$ cat src/rtl/vend_sequencer.sv
// vend_sequencer: vending machine transaction controller.
// Accepts coins, purchases and cancels while IDLE. It keeps the customer and
// machine balances and sequences the money-store writes:
// mode 0 = machine money, mode 1 = customer money.
// It also drives the dispense and change pulses toward the delivery logic.
// Only one transaction is in flight at a time.
//
// Optional feature: define VEND_TIMEOUT_EN to enable an idle auto-refund.
// After TIMEOUT idle cycles with a non-zero customer balance, the block runs
// the same sequence as a cancel.
module vend_sequencer #(
    parameter int                WIDTH        = 4,
    parameter logic [WIDTH-1:0]  INIT_MACHINE = '0
`ifdef VEND_TIMEOUT_EN
    ,
    parameter int                TIMEOUT      = 255
`endif
) (
    input  logic             clock,
    input  logic             reset,
    input  logic             coin_valid,
    input  logic [WIDTH-1:0] coin_value,
    output logic             coin_ready,
    output logic             coin_reject,
    input  logic             item_req,
    input  logic [WIDTH-1:0] item_price,
    input  logic             cancel,
    output logic             store_write,
    output logic             store_mode,
    output logic [WIDTH-1:0] store_value,
    output logic             dispense,
    output logic             change_valid,
    output logic [WIDTH-1:0] change_value,
    output logic             deny,
    output logic             fault,
    output logic             busy
);

    localparam logic [2:0] S_IDLE    = 3'd0;
    localparam logic [2:0] S_WR_COIN = 3'd1;
    localparam logic [2:0] S_WR_MACH = 3'd2;
    localparam logic [2:0] S_WR_CUST = 3'd3;
    localparam logic [2:0] S_DONE    = 3'd4;

    logic [2:0]       r_state;
    logic [2:0]       w_state_next;
    logic [WIDTH-1:0] r_cust_bal;
    logic [WIDTH-1:0] r_mach_bal;
    logic [WIDTH-1:0] r_change;     // change or refund presented in DONE
    logic             r_vend;       // DONE of a purchase (dispense) vs a refund
    logic             r_deny;
    logic             r_fault;
    logic             r_coin_reject;

    // One extra bit so overflow is detected instead of wrapping.
    logic [WIDTH:0]   w_coin_sum;
    logic [WIDTH:0]   w_mach_sum;
    logic             w_idle;
    logic             w_cancel;
    logic             w_timeout;
    logic             w_do_cancel;
    logic             w_item;
    logic             w_price_ok;
    logic             w_mach_ok;
    logic             w_buy;
    logic             w_coin;
    logic             w_coin_ok;
    logic             w_coin_go;

    assign w_coin_sum = {1'b0, r_cust_bal} + {1'b0, coin_value};
    assign w_mach_sum = {1'b0, r_mach_bal} + {1'b0, item_price};

    assign w_idle      = (r_state == S_IDLE);

    // Requests are only looked at in IDLE. The priority order is
    // cancel, then item_req, then coin.
    assign w_cancel    = w_idle & cancel;
    assign w_do_cancel = w_cancel | w_timeout;
    assign w_item      = w_idle & item_req & ~cancel;
    assign w_price_ok  = (item_price <= r_cust_bal);
    assign w_mach_ok   = ~w_mach_sum[WIDTH];
    assign w_buy       = w_item & w_price_ok & w_mach_ok;
    assign w_coin      = w_idle & coin_valid & ~cancel & ~item_req;
    assign w_coin_ok   = ~w_coin_sum[WIDTH];
    assign w_coin_go   = w_coin & w_coin_ok;

`ifdef VEND_TIMEOUT_EN
    localparam int TW = (TIMEOUT < 2) ? 1 : $clog2(TIMEOUT + 1);

    logic [TW-1:0] r_idle_cnt;
    logic          w_any_req;

    assign w_any_req = cancel | item_req | coin_valid;

    // The timeout only fires when nothing else is asking.
    // Any request in that cycle takes precedence.
    assign w_timeout = w_idle & (r_cust_bal != '0) & ~w_any_req
                       & (r_idle_cnt == TW'(TIMEOUT));

    // Idle counter: runs in IDLE while money is held.
    // It restarts on any handshaken coin and whenever IDLE is left.
    always_ff @(posedge clock) begin
        if (reset) begin
            r_idle_cnt <= '0;
        end else if (!w_idle || w_coin || (r_cust_bal == '0)) begin
            r_idle_cnt <= '0;
        end else if (r_idle_cnt != TW'(TIMEOUT)) begin
            r_idle_cnt <= r_idle_cnt + TW'(1);
        end
    end
`else
    assign w_timeout = 1'b0;
`endif

    // Next-state logic for the transaction sequence.
    always_comb begin
        w_state_next = r_state;
        case (r_state)
            S_IDLE: begin
                if (w_do_cancel) begin
                    w_state_next = S_WR_CUST;
                end else if (w_buy) begin
                    w_state_next = S_WR_MACH;
                end else if (w_coin_go) begin
                    w_state_next = S_WR_COIN;
                end
            end
            S_WR_COIN: w_state_next = S_IDLE;
            S_WR_MACH: w_state_next = S_WR_CUST;
            S_WR_CUST: w_state_next = S_DONE;
            S_DONE:    w_state_next = S_IDLE;
            default:   w_state_next = S_IDLE;
        endcase
    end

    // State register; reset aborts any sequence in flight.
    always_ff @(posedge clock) begin
        if (reset) begin
            r_state <= S_IDLE;
        end else begin
            r_state <= w_state_next;
        end
    end

    // Balances and the latched change amount.
    // They update at the accepting edge, so the write states only present them.
    always_ff @(posedge clock) begin
        if (reset) begin
            r_cust_bal <= '0;
            r_mach_bal <= INIT_MACHINE;
            r_change   <= '0;
            r_vend     <= 1'b0;
        end else if (w_do_cancel) begin
            r_change   <= r_cust_bal;
            r_cust_bal <= '0;
            r_vend     <= 1'b0;
        end else if (w_buy) begin
            r_change   <= r_cust_bal - item_price;
            r_mach_bal <= w_mach_sum[WIDTH-1:0];
            r_cust_bal <= '0;
            r_vend     <= 1'b1;
        end else if (w_coin_go) begin
            r_cust_bal <= w_coin_sum[WIDTH-1:0];
        end
    end

    // Refusal pulses, asserted for the one cycle after the request.
    always_ff @(posedge clock) begin
        if (reset) begin
            r_deny        <= 1'b0;
            r_fault       <= 1'b0;
            r_coin_reject <= 1'b0;
        end else begin
            r_deny        <= w_item & ~w_price_ok;
            r_fault       <= w_item & w_price_ok & ~w_mach_ok;
            r_coin_reject <= w_coin & ~w_coin_ok;
        end
    end

    // Store port is decoded from the state. Mode and value stay 0 without a
    // strobe. Reset masks it so an aborted sequence emits nothing.
    always_comb begin
        store_write = 1'b0;
        store_mode  = 1'b0;
        store_value = '0;
        if (!reset) begin
            case (r_state)
                S_WR_COIN: begin
                    store_write = 1'b1;
                    store_mode  = 1'b1;
                    store_value = r_cust_bal;
                end
                S_WR_MACH: begin
                    store_write = 1'b1;
                    store_mode  = 1'b0;
                    store_value = r_mach_bal;
                end
                S_WR_CUST: begin
                    store_write = 1'b1;
                    store_mode  = 1'b1;
                    store_value = '0;
                end
                default: begin
                    store_write = 1'b0;
                    store_mode  = 1'b0;
                    store_value = '0;
                end
            endcase
        end
    end

    assign coin_ready   = ~reset & w_idle;
    assign busy         = ~reset & ~w_idle;
    assign change_valid = ~reset & (r_state == S_DONE);
    assign dispense     = change_valid & r_vend;
    assign change_value = change_valid ? r_change : '0;
    assign deny         = ~reset & r_deny;
    assign fault        = ~reset & r_fault;
    assign coin_reject  = ~reset & r_coin_reject;

endmodule

$ cat config.mk
export PLATFORM = sky130hd
export DESIGN_NAME = vend_sequencer
export DESIGN_NICKNAME = d
export VERILOG_FILES = /design/src/rtl/vend_sequencer.sv
export SDC_FILE = /design/constraint.sdc
export NUM_CORES = 1
export LEC_CHECK = 0
export CAP_MARGIN = 20
export CORE_MARGIN = 2
export CORE_UTILIZATION = 25
export CTS_CLUSTER_DIAMETER = 30
export DETAILED_ROUTE_END_ITERATION = 7
export SYNTH_ARGS = -nofsm -noshare
export SYNTH_HDL_FRONTEND = slang
export SYNTH_SLANG_ARGS = --single-unit
export TNS_END_PERCENT = 30
$ cat constraint.sdc
create_clock -name clock -period 2.5 [get_ports clock]
set_clock_uncertainty 0.2 [all_clocks]
set_input_delay 0.375 -clock clock [delete_from_list [all_inputs] [get_ports clock]]
set_output_delay 0.375 -clock clock [all_outputs]
set_load 0.01 [all_outputs]
==> results of run 1 <==
-- metrics by stage --
step | hold WS [ps] | total power [W] | cell area [um2]
after global placement | 280 | 0.000494 | 1830
after floorplan | 258 | 0.000419 | 1330
after CTS | 291 | 0.000722 | 1920
final | 286 | 0.000715 | 1930
after global routing | 322 | 0.000751 | 1930
after detailed placement | 276 | 0.000496 | 1830
-- final timing paths --
path | end | startpoint
hold / removal | r_vend | r_vend
hold reg to reg | r_vend | r_vend
setup / recovery | r_cust_bal[0] | item_price[1]
setup reg to reg | r_mach_bal[3] | r_cust_bal[0]
-- flip-flops by register name, indices dropped and copies added, names as in the netlist --
| signal | flops |
|---|---|
| r_vend | 1 |
| r_change | 4 |
| r_coin_reject | 1 |
| r_cust_bal | 4 |
| r_deny | 1 |
| r_mach_bal | 4 |
| r_state | 3 |
| r_fault | 1 |
-- cell usage in the layout, fill, tap and decap left out, types with 2 or more instances in the layout --
| master | Yosys | final |
|---|---|---|
| a21o_1 | 2 | 2 |
| a21oi_1 | 8 | 8 |
| a22oi_1 | 8 | 8 |
| and2_1 | 6 | 6 |
| buf_4 | 1 | 25 |
| clkbuf_8 | 0 | 3 |
| clkdlybuf4s50_1 | 0 | 27 |
| dfxtp_1 | 19 | 17 |
| dfxtp_2 | 0 | 2 |
| fa_1 | 3 | 2 |
| ha_1 | 12 | 10 |
| ha_2 | 0 | 2 |
| inv_1 | 13 | 13 |
| mux2i_1 | 6 | 6 |
| nand2_1 | 5 | 5 |
| nand2b_1 | 2 | 2 |
| nand3b_1 | 4 | 4 |
| nor2_1 | 21 | 20 |
| nor2_2 | 1 | 2 |
| nor2b_1 | 8 | 7 |
| nor3_1 | 4 | 4 |
| o21ai_0 | 3 | 2 |
| o21ai_1 | 2 | 3 |
| xnor2_1 | 5 | 5 |
-- critical path: stages --
cell and delay (ps):
clkdlybuf4s50_1 530, inv_1 100, ha_1 320, a21boi_0 230, o21ai_1 130, and3_4 200, or3_4 390, nor2_1 120
-- what timing repair did --
item	4_1_cts	5_1_grt
setup endpoints to repair	25	20
cloned	0	0
buffers inserted	2	0
resized for setup	6	8
pin swaps	1	2
-- power groups by stage --
| stage | combinational [W] | clock [W] | sequential, W |
|---|---|---|---|
| floorplan | 0.0000980 | 0 | 0.000321 |
| global placement | 0.000166 | 0 | 0.000327 |
| detailed placement | 0.000168 | 0 | 0.000328 |
| CTS | 0.000172 | 0.000228 | 0.000321 |
| global route | 0.000190 | 0.000237 | 0.000324 |
| finish | 0.000172 | 0.000220 | 0.000322 |
-- synth_stat cells --
| library cell | instances | area (um2) |
|---|---|---|
| dfxtp_1 | 19 | 380 |
| a21boi_0 | 1 | 7.51 |
| nand3b_1 | 4 | 30.0 |
| fa_1 | 3 | 60.1 |
| and2_0 | 1 | 6.26 |
| nor2_2 | 1 | 6.26 |
| a22oi_1 | 8 | 60.1 |
| or3_4 | 1 | 11.3 |
| nand2b_1 | 2 | 12.5 |
| buf_4 | 1 | 7.51 |
| and3b_1 | 1 | 8.76 |
| a211oi_1 | 1 | 7.51 |
| a21oi_2 | 1 | 8.76 |
| xnor2_1 | 5 | 43.8 |
| buf_6 | 2 | 22.5 |
| o21ai_1 | 2 | 10.0 |
| ha_1 | 12 | 150 |
| and2_1 | 6 | 37.5 |
| a21oi_1 | 8 | 40.0 |
| nand2_1 | 5 | 18.8 |
| nor3_1 | 4 | 20.0 |
| a211oi_2 | 1 | 12.5 |
| nor4b_1 | 1 | 8.76 |
| o21ai_0 | 3 | 15.0 |
| nor4_4 | 1 | 21.3 |
| or2_2 | 2 | 12.5 |
| buf_12 | 1 | 20.0 |
| nor2_1 | 21 | 78.8 |
| clkbuf_1 | 3 | 11.3 |
| inv_1 | 13 | 48.8 |
| nand4b_1 | 1 | 8.76 |
| and3_1 | 2 | 12.5 |
| xor2_1 | 1 | 8.76 |
| mux2i_1 | 6 | 60.1 |
| nor2b_1 | 8 | 50.1 |
| a21o_1 | 2 | 15.0 |
-- kinds of logic after synthesis --
family,share of synthesized area
XOR/XNOR,0.0394
flip-flops,0.285
adder cells (fa/ha/maj),0.158
buffers and inverters,0.0826
AND/OR/NAND/NOR,0.258
AO/OA/AOI/OAI,0.132
multiplexers,0.0450
-- metal layers --
metal  wire (um)  GRT usage  vias to the layer above
met4          23     0.0268                        0
met1        1530      0.142                      526
met2        1510      0.189                       23
met3         144     0.0318                        4
met5           0          0                        -
li1            -          -                      628
-- layout make-up --
class,instances,share of cell area
clock buffer,4,0.0233
inverter,13,0.0252
multi-input combinational,115,0.450
sequential,19,0.198
tap,70,0.0453
timing repair buffer,55,0.258
==> results by group, run 1 <==
Synthesis
  • Synth Cell Area: 1330 um2
  • Yosys Warn Count: 0
  • Number of synthesized register bits: 19
  • Synth cell types: 36
  • Mean post-synth cell area: 8.66 um2
  • Seq/Total Area, Yosys: 0.285
  • Syn Nets: 182
  • Post-Syn Instances: 154

Global route
  • First-pass GRT wire length: 5380 um
  • Pin count of the biggest net entering global routing: 11
  • Antenna violations before repair: 0
  • Total congestion overflow: 0
  • Vias in the first global route: 1177
  • Gr usage total: 0.113

Pwr
  • Switching power: approximately 0.0002 W
  • Worst vdd ir: 0.167 mV
  • Seq pwr share: 0.451
  • Switch share: 0.275
  • Int Power: slightly above 0.0005 W
  • Power Dens Cells: 370 nW/um2
  • Clk pwr share: 0.308
  • Combinational fraction of design power: 0.241
  • Leakage: a little over 0.8 nW

Floorplanning
  • Rows: 26
  • Initial Utilization: 0.259
  • Core area: between 5000 and 6000 um2
  • Die ar.: 5940 um2
  • Die Y-Extent: ~77 um
  • I/O pin cnt: 30
  • Die W: 77.0 um

Worst setup path
  • CP Data Required Time: approximately 2500 ps
  • Setup Crit Path Kind: primary input to flop
  • Register-to-Register Path Depth: 9
  • Crit. End Element: flop
  • Register-to-Register Setup Slack: about 280 ps
  • Startpoint types: primary input
  • Crit path max fanout: 4
  • Critical Path AT: 2410 ps

STA
  • Crit share post-route: 0.964
  • Worst-margin pin slew: 330 ps
  • Fmax: 415 MHz
  • Slew Limit Fails: 0
  • Post-route setup TNS: 0 ps
  • Max-slew headroom: 0.779
  • Unrepaired setup endpoints after global routing: no
  • Hold Fails Final Rpt: 0
  • Final Critical Period: between 2000 and 2500 ps
  • Fin worst setup slack: 89.2 ps
  • Finish-stage setup viols: 0

Drt
  • Residual DRC: 0
  • Antenna-violating nets left: 0
  • First-pass detailed-route iteration total: 4
  • Drt total wl: 3200 um
  • DR vias/cell: 4.28
  • DRC violation total after the first TritonRoute iteration: 48
  • Avg WL per Cell: 11.6 um
  • Total number of vias: 1181

Clock network
  • Cts hold-fix bufs: 0
  • CTS Sinks: 19
  • Root Buffer: clkbuf_8
  • Clock transition at path regs: about 70 ps
  • H-Tree Depth: 1
  • Bufs on Longest Clock Path: 2
  • Clock Latency Late Sink: 260 ps
  • CTS tree: done
  • CTS buffer count: 3

Final layout
  • Share of cells above drive strength 1: 0.218
  • Multi-input gate area: 870 um2
  • Sequential cell area: 383 um2
  • Final core utilization: 0.376
  • Fin nets: 235
  • Diode count: 0
  • Post-route insts no fill: approximately 280
  • Layout Area Growth over Synthesis: 44.9%
  • Fillcell total: 544

Place
  • Placed cells: 270
  • Place WS: -447 ps
  • Number of I/O port buffers: 29
  • Dpl hpwl: 2610 um
  • GP Congestion: 0.814

Hold path
  • Hold path cells: 2
  • Tightest Hold Check Type: flop to flop

Flow run
  • Max capacitance violation total: 0

Status
  • Status: complete, no violations
Power figures use the tool's default switching activity.
==> run 2: changes to the inputs <==
--- a/config.mk
+++ b/config.mk
@@ -10,6 +10,7 @@
 export CORE_UTILIZATION = 25
 export CTS_CLUSTER_DIAMETER = 30
 export DETAILED_ROUTE_END_ITERATION = 7
+export PLACE_DENSITY_LB_ADDON = 0.15
 export SYNTH_ARGS = -nofsm -noshare
 export SYNTH_HDL_FRONTEND = slang
 export SYNTH_SLANG_ARGS = --single-unit
==> run 2 against run 1 <==
  * Maximum frequency up 0.16%
  * Count of clock-buffer cells in the layout is 1 lower
  * Utilization down 1.0 points
  * Power is 1.3% lower
  * Critical path type unchanged
  * Highest routed layer unchanged
==> results by group, run 2 (synthesis gave the netlist of run 1 again) <==
Final layout
  • Layout Area Growth over Synthesis: 41.1% (was 44.9%)
  • Share of cells above drive strength 1: 0.200 (was 0.218)
  • Top Registers: r_change (4), r_cust_bal (4), r_mach_bal (4) (unchanged)
  • Commonest non-fill, non-tap cell in the layout: clkdlybuf4s50_1 (unchanged)
  • Fillcell total: 566 (was 544)
  • Most frequent cells in the layout: 27 x clkdlybuf4s50_1, 20 x nor2_1, 19 x buf_4 (was 27 x clkdlybuf4s50_1, 25 x buf_4, 20 x nor2_1)
  • Diode count: 0 (unchanged)
  • Post-route insts no fill: 270 (was 276)
  • Final core utilization: 0.366 (was 0.376)
  • Fin nets: 229 (was 235)

Worst setup path
  • Setup Crit Path Kind: primary input to flop (unchanged)
  • Critical-path cell list: clkdlybuf4s50_1 > inv_1 > fa_2 > nor2b_2 > o21ai_1 > and3_1 > buf_12 > or3_4 > a21oi_1 (was clkdlybuf4s50_1 > inv_1 > ha_1 > a21boi_0 > o21ai_1 > and3_4 > or3_4 > nor2_1)
  • Register-to-Register Path Depth: 9 (unchanged)
  • Crit path max fanout: 16 (was 4)
  • Slowest-stage cell, CP: clkdlybuf4s50_1 (unchanged)
  • CP Data Required Time: 2490 ps (was 2500 ps)
  • Crit. End Element: flop (unchanged)
  • Cell family with most CP delay: simple AND/OR/NAND/NOR gates (unchanged)
  • Worst path depth: 9 (was 8)
  • Critical Path Max Stage Delay: 480 ps (was 530 ps)
  • Crit path buf inv count: 3 (was 2)
  • Startpoint types: primary input (unchanged)
  • Critical Path AT: 2400 ps (was 2410 ps)

Drt
  • Met2 wire len: 1640 um (was 1510 um)
  • Avg WL per Cell: 12.6 um (was 11.6 um)
  • Routed met3 length: 123 um (was 144 um)
  • Antenna-violating nets left: 0 (unchanged)
  • Residual DRC: 0 (unchanged)
  • DRC violation total after the first TritonRoute iteration: 35 (was 48)
  • Total number of vias: 1182 (was 1181)
  • DR vias/cell: 4.38 (was 4.28)
  • First-pass detailed-route iteration total: 4 (unchanged)
  • Top Metal Used: met4 (unchanged)
  • Routed length on met1: 1630 um (was 1530 um)
  • Drt total wl: 3410 um (was 3200 um)

STA
  • Fin worst setup slack: 92.9 ps (was 89.2 ps)
  • Final Critical Period: 2410 ps (about the same)
  • Worst-margin pin slew: 355 ps (was 330 ps)
  • Finish-stage setup viols: 0 (unchanged)
  • Fmax: 415 MHz (about the same)
  • Hold Slack: 294 ps (was 286 ps)
  • Hold Fails Final Rpt: 0 (unchanged)
  • Crit share post-route: 0.963 (was 0.964)
  • Slew Limit Fails: 0 (unchanged)
  • Max-slew headroom: 0.763 (was 0.779)
  • Unrepaired setup endpoints after global routing: no (unchanged)

Clock network
  • Post-CTS Setup Repair Bufs: 0 (was 2)
  • CTS tree: done (unchanged)
  • Clock transition at path regs: 80 ps (was 70 ps)
  • Bufs on Longest Clock Path: 2 (unchanged)
  • H-Tree Depth: 1 (unchanged)
  • Clock Latency Late Sink: 260 ps (about the same)
  • CTS buffer count: 3 (unchanged)
  • Root Buffer: clkbuf_8 (unchanged)
  • CTS Sinks: 19 (unchanged)

Floorplanning
  • I/O pin cnt: 30 (unchanged)
  • Die ar.: 5940 um2 (unchanged)
  • Initial Utilization: 0.259 (unchanged)
  • Die Y-Extent: 77.0 um (unchanged)
  • Core area: 5140 um2 (unchanged)
  • Die W: 77.0 um (unchanged)
  • Rows: 26 (unchanged)

Global route
  • First-pass GRT wire length: 5800 um (was 5380 um)
  • Gr usage total: 0.121 (was 0.113)
  • Total congestion overflow: 0 (unchanged)
  • Pin count of the biggest net entering global routing: 17 (was 11)
  • Vias in the first global route: 1256 (was 1177)
  • Antenna violations before repair: 0 (unchanged)

Pwr
  • Leakage: 0.787 nW (was 0.818 nW)
  • Worst vdd ir: 0.197 mV (was 0.167 mV)
  • Power Dens Cells: 375 nW/um2 (was 370 nW/um2)
  • Post-layout total power: 0.000705 W (was 0.000715 W)

Hold path
  • Hold path cells: 2 (unchanged)
  • Tightest Hold Check Type: flop to flop (unchanged)

Place
  • Placed cells: 266 (was 270)
  • GP Congestion: 0.833 (was 0.814)
  • Number of I/O port buffers: 29 (unchanged)
  • Place WS: -366 ps (was -447 ps)
  • Dpl hpwl: 2790 um (was 2610 um)

Flow run
  • Max capacitance violation total: 0 (unchanged)

Status
  • Status: complete, no violations (unchanged)
## run 2: changes by cell type in the layout (fill, tap and decap cells not counted), sizes merged
cell,change
buf,-6
clkbuf,-1
clkinv,+1
dlygate4sd2,+1
dlymetal6s2s,-1
## run 2: metrics by stage
stage / cell area (um2) / setup TNS, ps
floorplan: 1330 / 0
global placement: 1810 / -3690
detailed placement: 1810 / -4160
CTS: 1870 / 0
global route: 1880 / 0
finish: 1880 / 0
## run 2: worst register-to-register path, stage by stage, from the launching register on
cell and delay, ps:
dfxtp_1 370, ha_2 190, inv_1 50, fa_2 350
nor2b_2 120, o21ai_1 80, and3_1 220, buf_12 150
or3_4 380, a21oi_1 130
## run 2: repair_timing
action	in CTS	in global routing
cloned	0	0
resized for setup	8	5
pin swaps	1	0
hold buffers	0	0
endpoints found under the setup margin	18	11
## run 2: area by class of cell
class	count	area, um2	area share
tap	70	87.6	0.0465
timing repair buffer	49	450	0.239
multi-input combinational	115	866	0.460
inverter	13	48.8	0.0259
clock inverter	1	5.00	0.00266
clock buffer	3	41.3	0.0219
sequential	19	383	0.203
## run 2: power breakdown
| group | internal, W | switching, W |
|---|---|---|
| Sequential | 0.000311 | 0.0000139 |
| Clock | 0.000111 | 0.000105 |
| Combinational | 0.0000868 | 0.0000774 |
## run 2: final timing paths
check,from,endpoint,slack (ps)
setup / recovery,item_price[1],r_cust_bal[1],90
hold / removal,r_vend,r_vend,290
setup reg to reg,r_mach_bal[0],r_cust_bal[1],220
hold reg to reg,r_vend,r_vend,290
## run 2: per-layer routing
metal,GRT usage,vias up
li1,-,610
met1,0.161,548
met5,0,-
met3,0.0329,2
met2,0.203,22
met4,0.0161,0
==> RTL change 1 (settings of run 1) <==
Change the parameter `WIDTH` from 4 to 6.
--- a/src/rtl/vend_sequencer.sv
+++ b/src/rtl/vend_sequencer.sv
@@ -10,5 +10,5 @@
 // the same sequence as a cancel.
 module vend_sequencer #(
-    parameter int                WIDTH        = 4,
+    parameter int                WIDTH        = 6,
     parameter logic [WIDTH-1:0]  INIT_MACHINE = '0
 `ifdef VEND_TIMEOUT_EN
Ports: changed (resized change_value, coin_value, item_price and store_value); port bits go from 30 to 38. The function was not compared with the original's and may differ.
==> RTL change 1 against run 1 <==
  * Routed wire length increased by 89%
  * Cell area grew 55%
  * Setup slack got worse by 0.015 ns
  * Power rose by 31%
  * Sequential share of layout area decreased by 2.8 points
  * Synthesized area up 49%
  * Sequential cell count is 6 higher
  * Final cell count grew 57%
  * Largest cell class unchanged
  * Highest routed layer unchanged
==> RTL change 1: results (changes against run 1) <==
| Metric | Value |
|---|---|
| Seq. pwr | 0.424 mW (+32%) |
| Post-CTS Setup Inserts | 0 (-2) |
| Status | completed |
| GR Util met3 | 0.645% (-2.5 points) |
| Starting DRT DRC Count | 184 (+280%) |
| Invs w/o clock | 17 (+4) |
| Post-CTS sizing | 16 (+10) |
| Routed wl met2 | 2950 um (+96%) |
| Crit end category | primary output |
| Combinational power share | 29.4% (+5.3 points) |
| Sequential element share of the synthesized area | 25.2% (-3.3 points) |
| R2R cell count | 8 (-1) |
| Post-Place Cells | 428 (+59%) |
| Crit path DAT | 1.85 ns (-0.56 ns) |
| Clock-cell share of area | 1.51% (-0.83 points) |
| Hold depth | 1 (-1) |
| GPL Wtd Cong | 0.877 (+7.8%) |
| Die width | 93.2 um (+21%) |
| Pin count of the biggest net entering global routing | 18 (+7) |
| R2R setup slack | 0.13 ns (-0.15 ns) |
| Met3 wire length | 314 um (+120%) |
| Largest registers | r_change x6, r_cust_bal x6, r_mach_bal x6 |
| Synth Area per Inst | 7.85 sq um (-9.3%) |
| Filler cell count | 782 (+44%) |
| Area delta synth->final | 50.6% |
| Tmin final | 2.43 ns (+0.0152 ns) |
| Synth top area cells | dfxtp_1, ha_1, a21oi_1, o21ai_0, nor2_1 |
| Dpl cell area | 0.00279 sq mm (+52%) |
| GR Util met1 | 18.5% (+4.3 points) |
| Worst-Margin Slew | 0.416 ns (+0.0867 ns) |
| Vias | 2183 (+85%) |
| Synth cell types | 45 (+25%) |
| Max FO, Critical Path | 10 (+6) |
| DR WL/cell | 13.9 um (+20%) |
| Non-clk buf share | 24.3% (-1.5 points) |
| HPWL after DPL | 4890 um (+88%) |
| Repair and plain buffers | 84 (+53%) |
| Reg area | 508 sq um (+33%) |
| Syn nets | 291 (+60%) |
| Xor and xnor area share after synthesis | 2.20% (-1.7 points) |
| GR Util All Layers | 14.1% (+2.9 points) |
| Compound-Gate Fraction of Synth Area | 26.3% (+13 points) |
| Leakage | 1.20 nW (+47%) |
| Multi-input logic area | 0.00152 sq mm (+75%) |
| P_int | 0.662 mW (+28%) |
| Met2 usage | 24.8% (+5.9 points) |
| Met1 wire length | 2640 um (+73%) |
| Final WL | 6050 um (+89%) |
| FFs & Latches | 25 (+6) |
## RTL change 1: cell types whose count changed after synthesis, sizes merged, moves of 5 or more
cell    before  now
a21oi        9   23
o21ai        5   18
nand3        0   12
o211ai       0    7
a31oi        0    6
dfxtp       19   25
ha          12   18
mux2i        6    0
nor3         4    9
## RTL change 1: cell families (layout without fill, tap and decap cells)
family | after synthesis | after routing
flip-flops | 25 | 25
AO/OA/AOI/OAI | 81 | 81
AND/OR/NAND/NOR | 95 | 95
XOR/XNOR | 5 | 5
buffers and inverters | 26 | 105
adder cells (fa/ha/maj) | 21 | 21
## RTL change 1: worst max-delay path, cell delays in order
cell	delay, ns
clkdlybuf4s50_1	0.45
or2_4	0.30
nor2_2	0.16
clkdlybuf4s50_1	0.57
## RTL change 1: worst paths after layout
kind                 start        endpoint
max                  reset  store_value[1]
min             r_state[0]      r_state[0]
max reg2reg  r_cust_bal[0]     r_change[5]
min reg2reg     r_state[0]      r_state[0]
==> RTL change 2 (settings of run 1) <==
Without the edit above. Register the output `fault`, without a reset; this adds one clock of latency there. The other outputs are not delayed to match.
--- a/src/rtl/vend_sequencer.sv
+++ b/src/rtl/vend_sequencer.sv
@@ -216,5 +216,7 @@
     assign change_value = change_valid ? r_change : '0;
     assign deny         = ~reset & r_deny;
-    assign fault        = ~reset & r_fault;
+    always_ff @(posedge clock) begin
+        fault <= ~reset & r_fault;
+    end
     assign coin_reject  = ~reset & r_coin_reject;
 
Check against the original RTL: not equivalent (a bounded check fails within 10 cycles, from zero or initial values and one cycle with reset high).
==> RTL change 2 against run 1 <==
  * Cell area is 0.65% higher
  * Clock power is 2% lower
  * Worst hold slack worse by 0.051 ns
  * Routed wire length is 1.5% lower
  * Setup slack better by 0.048 ns
  * Synthesized area is 1.5% higher
  * Sequential cell count is 1 higher
  * Power is 0.91% higher
  * Critical path type is now reg2out
  * Critical endpoint is now change_value[2]
==> RTL change 2: results (changes against run 1) <==
| Metric | Value |
|---|---|
| Starting DRT DRC Count | 42 (-13%) |
| Met1 wire length | 1660 um (+8.5%) |
| Worst r2r dst | r_cust_bal[0] |
| Peak VDD IR | 0.155 mV (-7.3%) |
| Status | completed |
| HP Start | r_fault |
| Commonest cells in the netlist | nor2_1, dfxtp_1, inv_1 |
| DP Worst Slack | -0.477 ns (-0.0305 ns) |
| Dpl cell area | 0.00185 sq mm (+1.1%) |
| Pin count of the biggest net entering global routing | 13 (+2) |
| R2R cell count | 8 (-1) |
| Nets | 236 (+0.43%) |
| Sequential element share of the synthesized area | 29.6% (+1.1 points) |
| Synth top area cells | dfxtp_1, ha_1, nor2_1, fa_1, mux2i_1 |
| Fin Hold WS | 0.235 ns (-0.0510 ns) |
| Post-Place Cells | 271 (+0.37%) |
| Share of cells above drive strength 1 | 19.9% (-1.9 points) |
| Post-synthesis cell count | 155 (+0.65%) |
| HPWL after DPL | 2550 um (-2.2%) |
| GR Util All Layers | 11.6% (+0.40 points) |
| Leakage | 0.853 nW (+4.3%) |
| Worst rel slew slack | 77.0% (-0.85 points) |
| Met3 wire length | 85 um (-41%) |
| Max FO, Critical Path | 8 (+4) |
| Vias/cell | 4.23 (-1.1%) |
| Worst Hold Path EP | fault |
| Hold depth | 1 (-1) |
| GPL Wtd Cong | 0.823 (+1.0%) |
| Syn nets | 183 (+0.55%) |
| Final WL | 3150 um (-1.5%) |
| Reg2reg start | r_mach_bal[0] |
| Clk buf depth | 2 (unchanged) |
RTL change 2: cell count changes in the layout (fill, tap and decap cells not counted), sizes merged:
cell | before | now
clkdlybuf4s50 | 27 | 25
clkbuf | 4 | 3
dfxtp | 19 | 20
dlymetal6s2s | 1 | 3
RTL change 2: power breakdown:
group	leakage [nW]	switching [mW]	internal [mW]
clock network	0.0216	0.107	0.107
registers	0.162	0.00854	0.327
logic	0.669	0.0803	0.0915
RTL change 2: cells by family (layout without fill, tap and decap cells):
family / after synthesis / count (layout) / synth area share (%)
compound gates: 27 / 27 / 13.0
xor+xnor: 6 / 6 / 3.88
fa+ha+maj: 15 / 15 / 15.5
buf+inv: 20 / 71 / 8.13
flops: 20 / 20 / 29.6
mux: 6 / 6 / 4.44
simple gates: 61 / 61 / 25.4
RTL change 2: worst max path at each step:
stage / startpoint / end / slack (ns)
detailed placement: item_price[1] / r_cust_bal[0] / -0.48
floorplan: r_cust_bal[0] / r_mach_bal[0] / 0.29
finish: r_state[0] / change_value[2] / 0.14
global placement: item_price[1] / r_cust_bal[0] / -0.43
global route: r_state[1] / store_value[3] / -0.02
CTS: r_state[1] / store_value[3] / 0.003
RTL change 2: layer usage:
layer,track usage [%],vias to the layer above
met5,0,-
met4,2.68,0
met3,2.67,2
met2,17.5,23
met1,16.8,518
li1,-,625
RTL change 2: critical path, delay by kind of cell, from the launching register on:
family,cells,cell delay (ns)
buffers and inverters,3,0.85
and+or+nand+nor,2,0.36
DFF,1,0.31
RTL change 2: area by class of cell:
type / count / area, sq um
multi-input combinational: 115 / 862
tap: 70 / 87.6
sequential: 20 / 402
inverter: 13 / 48.8
fill: 523 / 3230
timing repair buffer: 55 / 504
clock buffer: 3 / 41.3
